File: config.mk
export PLATFORM = sky130hd
export DESIGN_NAME = hififo_pio_ctrl
export DESIGN_NICKNAME = d
export VERILOG_FILES = /design/src/rtl/hififo_pio_ctrl.sv
export SDC_FILE = /design/constraint.sdc
export NUM_CORES = 1
export LEC_CHECK = 0
export ABC_CLOCK_PERIOD_IN_PS = 4100
export CORE_AREA = 2 2 143 145
export CTS_BUF_LIST = sky130_fd_sc_hd__clkbuf_4 sky130_fd_sc_hd__clkbuf_8 sky130_fd_sc_hd__clkbuf_16
export DETAILED_ROUTE_END_ITERATION = 12
export DIE_AREA = 0 0 145 147
export GPL_TIMING_DRIVEN = 0
export SLEW_MARGIN = 40
export SYNTH_ARGS = -nofsm -noshare
export SYNTH_HDL_FRONTEND = slang
export SYNTH_SLANG_ARGS = --single-unit
File: constraint.sdc
create_clock -name clock -period 4.1 [get_ports clock]
set_input_delay 0.82 -clock clock [delete_from_list [all_inputs] [get_ports clock]]
set_output_delay 0.82 -clock clock [all_outputs]
set_load 0.01 [all_outputs]
File: src/rtl/hififo_pio_ctrl.sv
// rtl/hififo_pio_ctrl.sv - PIO register decode, per-channel threshold interrupts and FIFO reset control
module hififo_pio_ctrl #(
    parameter int          NFIFO   = 8,
    parameter logic [15:0] ENABLE  = 16'h0011,
    parameter int          NBITS   = 29,
    parameter logic [7:0]  VERSION = 8'h02
) (
    input  logic                 clock,
    input  logic                 reset,
    input  logic                 pio_wvalid,
    input  logic                 pio_rvalid,
    input  logic [5:0]           pio_addr,
    input  logic [63:0]          pio_wdata,
    output logic                 rc_done,
    output logic [31:0]          rc_data,
    output logic [NFIFO-1:0]     fifo_reset,
    input  logic [32*NFIFO-1:0]  count,
    output logic                 interrupt,
    input  logic                 interrupt_rdy
);

    localparam logic [NFIFO-1:0] EN = ENABLE[NFIFO-1:0];

    logic [NFIFO-1:0] mask;
    logic [NFIFO-1:0] pending;
    logic [NFIFO-1:0] armed;
    logic [NFIFO-1:0] hit;
    logic [NFIFO-1:0] thr_wr;
    logic [NBITS-1:0] threshold [NFIFO];
    logic [31:0]      rd_mux;
    logic             rd_clear;
    logic             new_evt;
    logic             rc_done_q;
    logic             unused_inputs;

    // Upper wdata bits and disabled-channel counts are deliberately ignored.
    assign unused_inputs = &{1'b0, pio_wdata, count};

    always_comb begin
        hit    = '0;
        thr_wr = '0;
        for (int i = 0; i < NFIFO; i++) begin
            hit[i]    = EN[i] & armed[i] & (count[32*i +: NBITS] == threshold[i]);
            thr_wr[i] = EN[i] & pio_wvalid & (pio_addr == 6'(32 + 2*i));
        end
    end

    assign new_evt  = |(hit & mask & EN);
    assign rd_clear = pio_rvalid & (pio_addr == 6'd0);

    always_comb begin
        rd_mux = '0;
        case (pio_addr)
            6'd0:       rd_mux = 32'(pending);
            6'd1:       rd_mux = 32'(ENABLE);
            6'd2:       rd_mux = 32'(mask);
            6'd3, 6'd4: rd_mux = 32'(fifo_reset);
            6'd5:       rd_mux = {8'h00, VERSION, 8'h00, 8'(NFIFO)};
            default: begin
                for (int i = 0; i < NFIFO; i++) begin
                    if (EN[i] && pio_addr == 6'(32 + 2*i)) begin
                        rd_mux = count[32*i +: 32];
                    end
                end
            end
        endcase
    end

    // A read still in flight when reset arrives must not complete.
    assign rc_done = rc_done_q & ~reset;

    always_ff @(posedge clock) begin
        if (reset) begin
            fifo_reset <= EN;
            mask       <= EN;
            pending    <= '0;
            armed      <= '0;
            interrupt  <= 1'b0;
            rc_done_q  <= 1'b0;
            rc_data    <= '0;
            for (int i = 0; i < NFIFO; i++) begin
                threshold[i] <= '0;
            end
        end else begin
            rc_done_q <= pio_rvalid;
            if (pio_rvalid) begin
                rc_data <= rd_mux;
            end

            if (pio_wvalid) begin
                case (pio_addr)
                    6'd2: mask       <= pio_wdata[NFIFO-1:0];
                    6'd3: fifo_reset <= (fifo_reset | pio_wdata[NFIFO-1:0]) & EN;
                    6'd4: fifo_reset <= fifo_reset & ~pio_wdata[NFIFO-1:0];
                    default: ;
                endcase
            end

            // Only bits already reported are cleared; a same-cycle hit survives.
            pending <= ((rd_clear ? '0 : pending) | hit) & EN;

            for (int i = 0; i < NFIFO; i++) begin
                if (thr_wr[i]) begin
                    threshold[i] <= pio_wdata[NBITS-1:0];
                    armed[i]     <= 1'b1;
                end else if (hit[i]) begin
                    armed[i] <= 1'b0;
                end
            end

            interrupt <= new_evt | (interrupt & ~interrupt_rdy);
        end
    end

endmodule

==> results_dict.tcl, run 1 <==
set metrics [dict create \
    status "finished clean" \
    end_kind "flip-flop" \
    ant_nets 0 \
    wl_met3_um 1290 \
    io_pins 373 \
    die_h_um 147 \
    wl_met1_um 9220 \
    worstMarginPinSlew_ns 0.815 \
    post-route-min-period_ns 3.30 \
    fillerInstances 2017 \
    cts_root_buf "clkbuf_16" \
    grt_max_degree 30 \
    clock_path_buffers 2 \
    dpl.hpwl_um 14300 \
    hold_violations 0 \
    powerDensity_nw_per_um2 333 \
    place_ws_ns 0.462 \
    core.rowCount 52 \
    r2r_start "threshold[4][25]" \
    antenna_found_initial 1 \
    synth-seq-cells 112 \
    grt_pass1_wl_um 26900 \
    grt_overflow 0 \
    io_buffers 143 \
    start_kind "input pin" \
    totalPowerFinal_uw 2420 \
    die_w_um 145 \
    reg2reg_slack_ns 1.91 \
    syn_nets 810 \
    nets 964 \
    cts_made_buffers 9 \
    ys_seq_area_share_pct 54.2 \
    drc 0 \
    synth_ff_type "edfxtp_1" \
    fin_ws_ns 0.801 \
    hold_buffers 0 \
    placed_area_sq_um 6980 \
    fmax_mhz 303 \
    grtUsageTotal_pct 17.1 \
    vias 4417 \
    first_pass_iters 5 \
    clock-sinks 112 \
    routed.top_layer "met5" \
    final_util_pct 36.6 \
    timing.rr.end "armed[4]" \
    rsz0062_at_grt "false" \
    antenna_cells 0 \
    ys_warn_count 0 \
    drive_gt1_share_pct 6.74 \
    min_from "mask[5]" \
    gp_congestion 0.872 \
    setup_violations 0 \
    ys_top_cells_by_area "edfxtp_1 33%, dfxtp_1 21%, xnor2_1 9.3%" \
    drt_iter0_markers 404 \
    synth_top_cell_by_area "edfxtp_1" \
    drv_cap 0 \
    required_ns 4.08 \
    start_util_pct 26.2 \
    arrival_ns 3.28 \
    synth_edf_count 58 \
    viasPerCell 4.86 \
    design_area_sq_um 7260 \
    routed_wl_um 18700 \
    leakagePower_uw 0.00245 \
    drv_slew 0 \
    ys_async_sr_fraction_pct 0 \
    clk_pin_slew_ns 0.07 \
    max_slew_margin_pct 45.5 \
    reg2reg_depth 5 \
    holdPathEnd "mask[5]" \
    wl_met2_um 7930 \
    critPathMaxFanout 29 \
    syn_area_per_cell_sq_um 10.9 \
    synth.top_cell.area_share_pct 33.5 \
    syn2layout_area_growth_pct 39.5 \
    grt_pass1_vias 4320 \
    dieArea_sq_um 21300 \
    netlist_instances 479 \
    tns_ns 0 \
    cts_tree "done" \
    min_path_cells 2 \
    clkLatencyLatePin_ns 0.36 \
    period_share_pct 80.5 \
    fin_skew_ns 0.00856 \
    post_cts_resized 0 \
    syn_area_sq_um 5200 \
    post_cts_buffers 0 \
    routedWlPerCell_um 20.6 \
    cts_max_level 3 \
    coreArea_sq_um 19800 \
    path_class "input pin to flip-flop" \
    min_path_type "flip-flop to flip-flop" \
    ys_types 43 \
    vdd_drop_max_v 0.000232 \
]
==> worst max-delay path by stage <==
| stage | startpoint | to | slack, ns |
|---|---|---|---|
| 6_report | pio_addr[0] | threshold[0][27] | 0.80 |
| 5_1_grt | pio_addr[0] | threshold[0][27] | 0.67 |
| 4_1_cts | pio_addr[0] | threshold[0][24] | 0.84 |
| 3_5_place_dp | pio_addr[0] | threshold[0][22] | 0.46 |
| 3_3_place_gp | pio_addr[0] | threshold[0][22] | 0.007 |
| 2_1_floorplan | pio_addr[1] | threshold[0][0] | 1.24 |
==> layer usage <==
layer	vias to the layer above	track usage [%]
li1	2051	-
met1	2146	25.0
met2	190	25.7
met3	28	3.73
met4	2	4.21
met5	-	0
==> state kept, by name, indices dropped and copies added (netlist names), named ones only <==
signal	count
threshold	58
rc_data	32
mask	8
fifo_reset	6
armed	2
pending	2
interrupt	1
rc_done_q	1
==> logic make-up after synthesis <==
logic type,synth area share (%)
compound gates,14.0
xor+xnor,9.76
buf+inv,2.91
flops,54.2
mux,0.433
simple gates,18.7
==> cells in the final DEF (no fill, tap or decap), types with 3 or more instances in the layout <==
| cell | count |
|---|---|
| a221oi_1 | 6 |
| o21ai_1 | 7 |
| clkbuf_16 | 9 |
| inv_6 | 4 |
| xnor2_1 | 55 |
| a21oi_1 | 11 |
| nand2_1 | 22 |
| buf_2 | 13 |
| edfxtp_1 | 58 |
| clkdlybuf4s50_1 | 143 |
| nor2_1 | 37 |
| a2bb2oi_1 | 23 |
| and3_1 | 9 |
| inv_1 | 5 |
| clkbuf_1 | 15 |
| nand4_1 | 13 |
| a211oi_2 | 3 |
| nand3_1 | 19 |
| nor4_1 | 4 |
| a211oi_1 | 5 |
| xor2_1 | 3 |
| a22oi_1 | 29 |
| dfxtp_1 | 54 |
| and2_1 | 59 |
==> cell type report <==
class	instances	area [sq um]	area share [%]
plain buffers	29	133	1.83
repair buffers	143	1430	19.7
clock inverters	6	51.3	0.706
flip-flops and latches	112	2820	38.9
well taps	270	338	4.65
clock buffers	10	233	3.20
multi-input cells	333	2240	30.8
inverters	5	18.8	0.258
==> cells in the mapped netlist, drive strengths merged (8+ instances only) <==
master   count
a2bb2oi     23
and3         9
a21oi       12
a211oi       8
nor2        37
nand4       13
buf         14
xnor2       55
edfxtp      58
clkbuf      15
nand3       19
a22oi       29
nand2       24
and2        59
dfxtp       54
o21ai        9
==> stage by stage <==
stage / hold WS, ns / instances
CTS: 0.458 / 908
global route: 0.481 / 908
global placement: 0.444 / 892
finish: 0.458 / 908
floorplan: 0.429 / 479
detailed placement: 0.447 / 892
==> power by group <==
part | switching (uW) | total (uW) | internal [uW]
clock | 444 | 875 | 431
combinational | 147 | 309 | 163
sequential | 17.9 | 1230 | 1210
total | 609 | 2420 | 1810
==> critical path: stages <==
cell             delay (ns)
clkdlybuf4s50_1        0.59
nor4b_2                0.30
nor3b_2                0.50
buf_2                  0.34
nand2_1                0.09
nand2_2                0.61
(Power assumes the default switching activity.)
==> run 2: changes to the inputs <==
--- a/config.mk
+++ b/config.mk
@@ -5,12 +5,13 @@
 export SDC_FILE = /design/constraint.sdc
 export NUM_CORES = 1
 export LEC_CHECK = 0
-export ABC_CLOCK_PERIOD_IN_PS = 4100
+export ABC_CLOCK_PERIOD_IN_PS = 3000
 export CORE_AREA = 2 2 143 145
 export CTS_BUF_LIST = sky130_fd_sc_hd__clkbuf_4 sky130_fd_sc_hd__clkbuf_8 sky130_fd_sc_hd__clkbuf_16
 export DETAILED_ROUTE_END_ITERATION = 12
 export DIE_AREA = 0 0 145 147
 export GPL_TIMING_DRIVEN = 0
+export PLACE_DENSITY = 0.66
 export SLEW_MARGIN = 40
 export SYNTH_ARGS = -nofsm -noshare
 export SYNTH_HDL_FRONTEND = slang
==> constraint.sdc (replaced) <==
create_clock -name clock -period 3 [get_ports clock]
set_input_delay 0.6 -clock clock [delete_from_list [all_inputs] [get_ports clock]]
set_output_delay 0.6 -clock clock [all_outputs]
set_load 0.01 [all_outputs]
==> run 2 against run 1 <==
  * Sequential share of layout area fell by 0.17 points
  * Power rose by 39%
  * Global-route usage rose by 0.57 points
  * Critical path depth did not move
  * Sequential power rose by 37%
  * Clock skew rose by 0.0025 ns
==> results_dict.tcl, run 2 (synthesis gave the netlist of run 1 again) <==
set metrics [dict create \
    status "finished clean" \
    rsz0062_at_grt "false" \
    io_pins 373 \
    path_class "input pin to flip-flop" \
    nets 964 \
    routedWlPerCell_um 20.6 \
    path_cells "clkdlybuf4s50_1, nor4b_2, nor3b_2, buf_2, nand2_1, nand2_4" \
    drc 0 \
    clkLatencyLatePin_ns 0.36 \
    die_h_um 147 \
    vias 4349 \
    setup_violations 0 \
    end_kind "flip-flop" \
    vdd_drop_max_v 0.000299 \
    cp_slowest_cell "clkdlybuf4s50_1" \
    gp_congestion 0.837 \
    grt_pass1_wl_um 27600 \
    drt_iter0_markers 391 \
    max_slew_margin_pct 48.0 \
    coreArea_sq_um 19800 \
    antenna_found_initial 5 \
    post-route-min-period_ns 2.89 \
    start_util_pct 26.2 \
    io_buffers 143 \
    clock-sinks 112 \
    grt_overflow 0 \
    grt_max_degree 30 \
    largest_reg_flops 58 \
    core.rowCount 52 \
    clk_pin_slew_ns 0.07 \
    period_share_pct 96.4 \
    fin_ws_ns 0.107 \
    hold_violations 0 \
    clock_path_buffers 2 \
    arrival_ns 2.90 \
    routed_wl_um 18800 \
    start_kind "input pin" \
    final_util_pct 36.8 \
    fin_skew_ns 0.0111 \
    dpl.hpwl_um 14300 \
    drv_slew 0 \
    reg_top3 "threshold: 58 flops, rc_data: 32 flops, mask: 8 flops" \
    cts_tree "done" \
    place_ws_ns -0.442 \
    required_ns 3.00 \
    drv_cap 0 \
    fmax_mhz 346 \
    cts_max_level 3 \
    powerDensity_nw_per_um2 459 \
    drive_gt1_share_pct 6.74 \
    first_pass_iters 5 \
    grtUsageTotal_pct 17.7 \
    worstMarginPinSlew_ns 0.774 \
    cts_root_buf "clkbuf_16" \
    min_path_type "flip-flop to flip-flop" \
    cts_made_buffers 9 \
    cpPeakStageDelay_ns 0.58 \
    layout_commonest_cell "clkdlybuf4s50_1" \
    dieArea_sq_um 21300 \
    syn2layout_area_growth_pct 40.1 \
    fin_hold_ws_ns 0.460 \
    leakagePower_uw 0.00246 \
    die_w_um 145 \
    ant_nets 0 \
    final_cell_mix "143 x clkdlybuf4s50_1, 59 x and2_1, 58 x edfxtp_1" \
    regMostFlops "threshold" \
    grt_pass1_vias 4306 \
    viasPerCell 4.78 \
    critPathMaxFanout 29 \
]
-- run 2: cell types whose count changed in the layout (fill, tap and decap cells not counted) --
cell,delta
diode_2,+2
clkinvlp_4,+1
inv_6,-3
nand2_4,+2
clkinv_2,+1
bufinv_16,+1
nand2_2,-2
-- run 2: what timing repair did --
item	in CTS	in global routing
setup endpoints to repair	29	29
hold buffers	0	0
resized for setup	1	1
hold endpoints to repair	0	0
buffers inserted	0	0
-- run 2: through the flow --
stage | instances | instance area (sq um) | total power [uW] | TNS, ns
5_1_grt | 908 | 7290 | 3460 | 0
3_3_place_gp | 892 | 6970 | 2140 | -46.03
3_5_place_dp | 892 | 6980 | 2140 | -21.52
2_1_floorplan | 479 | 5200 | 1880 | 0
6_report | 910 | 7290 | 3350 | 0
4_1_cts | 908 | 7280 | 3360 | 0
-- run 2: worst max-delay path: cells and delay by family --
| family | cells | cell delay, ns |
|---|---|---|
| AND/OR/NAND/NOR | 4 | 1.34 |
| buffers and inverters | 2 | 0.93 |
-- run 2: path summary, 6_finish.rpt --
path / start / endpoint / slack, ns / depth (start not counted)
setup / recovery: pio_addr[0] / threshold[0][25] / 0.11 / 6
hold / removal: mask[3] / mask[3] / 0.46 / 2
setup reg to reg: threshold[4][25] / armed[4] / 1.05 / 5
hold reg to reg: mask[3] / mask[3] / 0.46 / 2
-- run 2: power breakdown --
group,switching (uW),internal [uW],total [uW],leakage [uW]
registers,24.1,1660,1680,0.000989
logic,201,223,424,0.00133
clock network,582,661,1240,0.000143
total,807,2540,3350,0.00246
-- run 2: cell type report --
cell class,instances,area [sq um]
flip-flops and latches,112,2820
inverters,5,18.8
plain buffers,29,133
repair buffers,143,1430
multi-input cells,333,2250
fillers,1971,12500
well taps,270,338
diodes,2,5.00
clock inverters,6,67.6
clock buffers,10,233
-- run 2: metal layers --
metal / vias up / GRT usage (%) / share of wire, %
met4: 4 / 4.16 / 0.98
met1: 2096 / 23.7 / 44
li1: 2052 / - / -
met3: 13 / 7.95 / 11
met2: 184 / 26.1 / 43
met5: - / 0 / 0.14
